`config.mk`:
```
export PLATFORM = sky130hd
export DESIGN_NAME = mmio_timer_responder
export DESIGN_NICKNAME = d
export VERILOG_FILES = /design/src/rtl/mmio_timer_responder.sv
export SDC_FILE = /design/constraint.sdc
export NUM_CORES = 1
export LEC_CHECK = 0
export BUFFER_PORTS_ARGS = -buffer_cell sky130_fd_sc_hd__buf_2
export CAP_MARGIN = 20
export CORE_ASPECT_RATIO = 1.2
export CORE_MARGIN = 2
export CORE_UTILIZATION = 52
export DETAILED_ROUTE_END_ITERATION = 8
export PLACE_DENSITY = 0.86
export SLEW_MARGIN = 20
export SYNTH_ARGS = -nofsm -noshare
export SYNTH_HDL_FRONTEND = slang
export SYNTH_SLANG_ARGS = --single-unit
```
`constraint.sdc`:
```
create_clock -name clk -period 2.6 [get_ports clk]
set_input_delay 0.52 -clock clk [delete_from_list [all_inputs] [get_ports clk]]
set_output_delay 0.52 -clock clk [all_outputs]
set_load 0.02 [all_outputs]
```
`src/rtl/mmio_timer_responder.sv`:
```
// Timer/LED MMIO responder on the CPU data-memory port: reload timer with overflow interrupt,
// LED register and (with MMIO_SYSTICK_EN defined) a free-running read-only SYSTICK counter.
module mmio_timer_responder #(
  parameter logic [31:0] BASE_ADDR = 32'h4000_0000,
  parameter int unsigned LED_WIDTH = 8
) (
  input  logic                 clk,
  input  logic                 reset,
  input  logic                 MemRead,
  input  logic                 MemWrite,
  input  logic [31:0]          Address,
  input  logic [31:0]          WriteData,
  output logic [31:0]          ReadData,
  output logic [LED_WIDTH-1:0] leds,
  output logic                 Interrupt
);

  typedef enum logic [2:0] {
    OFF_TH      = 3'd0,
    OFF_TL      = 3'd1,
    OFF_TCON    = 3'd2,
    OFF_LED     = 3'd3,
    OFF_SYSTICK = 3'd4
  } reg_offset_e;

  localparam int unsigned TCON_EN = 0;
  localparam int unsigned TCON_IE = 1;
  localparam int unsigned TCON_IS = 2;

  logic [31:0]          th_q, th_d;
  logic [31:0]          tl_q, tl_d;
  logic [2:0]           tcon_q, tcon_d;
  logic [LED_WIDTH-1:0] led_q, led_d;
  logic [31:0]          read_data_q, read_data_d;
`ifdef MMIO_SYSTICK_EN
  logic [31:0]          systick_q, systick_d;
`endif

  logic        hit;
  logic [2:0]  offset;
  logic        wr_hit;
  logic        overflow;
  logic        set_is;
  logic [31:0] rd_mux;
  logic [1:0]  unused_addr_bits;

  assign hit              = (Address[31:5] == BASE_ADDR[31:5]);
  assign offset           = Address[4:2];
  assign wr_hit           = MemWrite && hit;
  assign unused_addr_bits = Address[1:0];

  // Overflow only sets IS when IE was already enabled before this edge.
  assign overflow = tcon_q[TCON_EN] && (tl_q == 32'hFFFF_FFFF);
  assign set_is   = overflow && tcon_q[TCON_IE];

  // NOTE: every combinational output gets a default first so no path leaves it unassigned (no latches).
  always_comb begin
    rd_mux = '0;
    if (hit) begin
      case (offset)
        OFF_TH:      rd_mux = th_q;
        OFF_TL:      rd_mux = tl_q;
        OFF_TCON:    rd_mux[2:0] = tcon_q;
        OFF_LED:     rd_mux[LED_WIDTH-1:0] = led_q;
`ifdef MMIO_SYSTICK_EN
        OFF_SYSTICK: rd_mux = systick_q;
`endif
        default:     rd_mux = '0;
      endcase
    end
  end

  always_comb begin
    read_data_d = MemRead ? rd_mux : read_data_q;
    th_d        = th_q;
    led_d       = led_q;

    // Count/reload first; a CPU store to TL below overrides it.
    if (!tcon_q[TCON_EN])  tl_d = tl_q;
    else if (overflow)     tl_d = th_q;
    else                   tl_d = tl_q + 32'd1;

    tcon_d = {tcon_q[TCON_IS] | set_is, tcon_q[TCON_IE], tcon_q[TCON_EN]};

    if (wr_hit) begin
      case (offset)
        OFF_TH:   th_d   = WriteData;
        OFF_TL:   tl_d   = WriteData;
        OFF_TCON: tcon_d = {WriteData[TCON_IS] | set_is, WriteData[TCON_IE], WriteData[TCON_EN]};
        OFF_LED:  led_d  = WriteData[LED_WIDTH-1:0];
        default:  ;
      endcase
    end
  end

`ifdef MMIO_SYSTICK_EN
  assign systick_d = systick_q + 32'd1;
`endif

  // NOTE: state flops use non-blocking assignments so all registers update together at the edge.
  always_ff @(posedge clk or negedge reset) begin
    if (!reset) begin
      th_q        <= '0;
      tl_q        <= '0;
      tcon_q      <= '0;
      led_q       <= '0;
      read_data_q <= '0;
`ifdef MMIO_SYSTICK_EN
      systick_q   <= '0;
`endif
    end else begin
      th_q        <= th_d;
      tl_q        <= tl_d;
      tcon_q      <= tcon_d;
      led_q       <= led_d;
      read_data_q <= read_data_d;
`ifdef MMIO_SYSTICK_EN
      systick_q   <= systick_d;
`endif
    end
  end

  assign ReadData  = read_data_q;
  assign leds      = led_q;
  assign Interrupt = tcon_q[TCON_IS];

endmodule

```
==> results.py <==
metrics = {
    "outcome": {
        "status": "complete, no violations",
    },
    "yosys": {
        "async_flop_share_pct": 100.0,
        "yosys.area.top_type": "dfrtp_1",
        "synth_area_mm2": 0.005518,
        "synth-main-ff-cell": "dfrtp_1",
        "syn_area_per_cell_um2": 10.53,
        "synthSimpleGateAreaFrac_pct": 15.01,
        "synth.top_cell.area_share_pct": 48.53,
        "synth_top_family_by_area": "compound AO/OA/AOI/OAI gates",
        "synth_cell_types": 49,
        "synth_edf_count": 0,
        "synth_mux_area_share_pct": 12.36,
        "synth_area_leaders": "dfrtp_1 49%, mux2_2 7.1%, o2bb2ai_1 4.6%, a22oi_1 3.4%, nand2_1 3.4%",
        "synth-xor-area-share_pct": 2.540,
        "ys_warn_count": 0,
        "synth-compound-area-share_pct": 18.00,
        "ys_ff_latch": 107,
        "syn-num-nets": 593,
        "synthCells": 524,
        "synthAdderAreaFrac_pct": 0.2268,
        "ys_seq_area_share_pct": 48.53,
    },
    "layout": {
        "n_fill_cell": 815,
        "num_antenna_cells": 0,
        "final_area_mm2": 0.006633,
        "utilization_pct": 63.69,
        "syn_to_final_growth_pct": 20.20,
        "drive_above_1_share_pct": 31.50,
        "layout.nets": 703,
    },
    "grt": {
        "grt_pass1_wl_um": 24380,
        "grtUsageTotal_pct": 26.69,
        "antenna_found_initial": 0,
        "globalRouteOverflowTotal": 0,
        "first_global_vias": 4901,
        "grt_max_degree": 69,
    },
    "power_and_ir_drop": {
        "peakVddDrop_uv": 351.2,
        "finalPower_uw": 3309,
        "power_density_mw_per_mm2": 498.9,
        "comb_power_share_pct": 4.9,
        "p_clk_share_pct": 44.9,
        "switching_share_pct": 20.97,
        "p_int_uw": 2615,
        "leakage_uw": 0.003081,
        "seq_power_share_pct": 50.3,
        "p_switching_uw": 694.0,
    },
    "place": {
        "io_buffers": 106,
        "hpwl_um": 10520,
        "dpl_cell_area_mm2": 0.006306,
        "dp_slack_ps": -39.26,
        "gp_congestion": 0.9339,
    },
    "setup_path": {
        "crit_chain": "ha_1, and3_1, and3_1, buf_4, and3_1, nor2_1, a221oi_1, a21oi_1",
        "cp_num_buf_inv": 1,
        "critPathRequiredTime_ps": 2860,
        "slowest_stage": "dfrtp_1",
        "crit_arrival_ps": 2610,
        "cp_max_fo": 8,
        "crit_top_cell": "and3_1",
        "crit_cells": 8,
        "startpoint_type": "flip-flop",
        "end_kind": "flip-flop",
        "path_delay_family": "simple AND/OR/NAND/NOR gates",
        "reg2reg_depth": 8,
        "path_class": "reg2reg",
        "cp_slowest_stage_delay_ps": 450,
    },
    "clocking": {
        "ctsHoldBuffers": 0,
        "insertion_delay_ps": 350,
        "numCtsBuffers": 9,
        "cts.sinks": 107,
        "cts_tree": "built",
        "cts_buffer_depth": 2,
        "h-tree-depth": 3,
        "path_clk_slew_ps": 70,
        "cts_setup_buffers": 0,
        "clockRootBuffer": "clkbuf_16",
        "cts_resized": 0,
    },
    "timing": {
        "fmax_ghz": 0.4257,
        "tightest_slew_ps": 885.2,
        "fin_crit_sh_pct": 90.35,
        "drv_slew": 0,
        "relSlewSlack_pct": 40.92,
        "fin_worst_skew_ps": 7.885,
        "setup_tns_ps": 0,
        "layout_min_cycle_time_ps": 2349,
        "finalHoldViolations": 0,
        "grt_setup_unrepaired": "false",
        "worst_slack_ps": 250.9,
        "setup_viol": 0,
    },
    "die": {
        "die_area_mm2": 0.01145,
        "die_width_um": 98.04,
        "core_region_area_mm2": 0.01041,
        "ioPinCount": 109,
        "start_util_pct": 52.99,
        "die_y_um": 116.8,
        "num_rows": 41,
    },
    "routing": {
        "drc": 0,
        "firstDrtPassIters": 5,
        "wl_per_cell_um": 19.62,
        "via_count": 4884,
        "drt_wl_total_um": 15050,
        "drt_iter0_drc": 380,
        "ant_nets": 0,
        "via_per_inst": 6.368,
    },
    "run": {
        "max_cap_viol_count": 0,
    },
    "hold_path": {
        "hold_path_class": "in2async",
    },
}
==> through the flow <==
stage,hold WS (ps),std cells
after CTS,158.7,767
final,143.3,767
after detailed placement,468.5,752
after global placement,464.7,752
after global routing,186.6,767
after floorplan,224.4,524
==> flip-flops by register name (all words and copies together) (netlist names) <==
register	cells
th_q	32
ReadData	32
leds	8
tcon_q	3
tl_q	32
==> cell usage after synthesis, types with 8 or more instances <==
cell         n
a31oi_1      8
a21oi_1     23
clkbuf_1    21
dfrtp_1    107
and3_1      10
o21ai_0     22
xnor2_1     14
nor2_1      34
nand3_1     16
mux2i_1     10
mux2_4       8
mux2_2      35
nand2_1     50
nor3_1      14
a22oi_1     25
nand4_1     16
o2bb2ai_1   29
a22o_1       8
==> cell type report <==
cell class	count	area (µm²)	area share (%)
tap	129	161.4	2.434
multi-input combinational	378	2666	40.20
clock inverter	4	73.82	1.113
clock buffer	11	252.7	3.811
timing repair buffer	132	778.2	11.73
sequential	107	2678	40.37
inverter	6	22.52	0.3396
==> power groups by stage <==
stage / Combinational, µW / Sequential (µW) / Clock, µW
2_1_floorplan: 43.0 / 1700 / 0
3_3_place_gp: 154 / 1700 / 0
3_5_place_dp: 161 / 1700 / 0
4_1_cts: 162 / 1660 / 1500
5_1_grt: 178 / 1660 / 1570
6_report: 161 / 1660 / 1480
==> final timing paths <==
| path | slack [ps] | from | endpoint |
|---|---|---|---|
| worst min-delay path | 140 | reset | leds[6] |
| worst min register to register | 480 | ReadData[8] | ReadData[8] |
| worst max-delay path | 250 | tl_q[0] | tl_q[3] |
| max in group asynchronous | 1690 | reset | th_q[15] |
| worst max register to register | 250 | tl_q[0] | tl_q[3] |
| min in group clk | 390 | WriteData[12] | tl_q[12] |
==> placed cells by master, fill, tap and decap left out, drive strengths merged, types with 8 or more instances in the layout <==
cell type / n
dfrtp: 107
mux2: 43
a22oi: 25
buf: 132
nand2: 50
nand4: 16
nor4: 8
and3: 10
nor2: 34
nand3: 16
a21oi: 23
mux2i: 10
nor3: 14
o21ai: 22
a31oi: 8
a22o: 8
xnor2: 14
clkbuf: 11
o2bb2ai: 29
==> layer usage <==
layer | up-vias | GRT usage (%) | routed length, µm
met5 | - | 0 | 0
met4 | 0 | 13.43 | 448
met3 | 36 | 3.563 | 1064
met2 | 245 | 45.84 | 7540
met1 | 2425 | 33.54 | 5996
li1 | 2178 | - | -
==> kinds of logic (layout without fill, tap and decap cells) <==
logic type               count (synthesis)  after routing
multiplexers                            56             56
AND/OR/NAND/NOR                        164            164
XOR/XNOR                                16             16
AO/OA/AOI/OAI                          141            141
adder cells (fa/ha/maj)                  1              1
buffers and inverters                   39            153
flip-flops                             107            107
(Power assumes the default switching activity.)
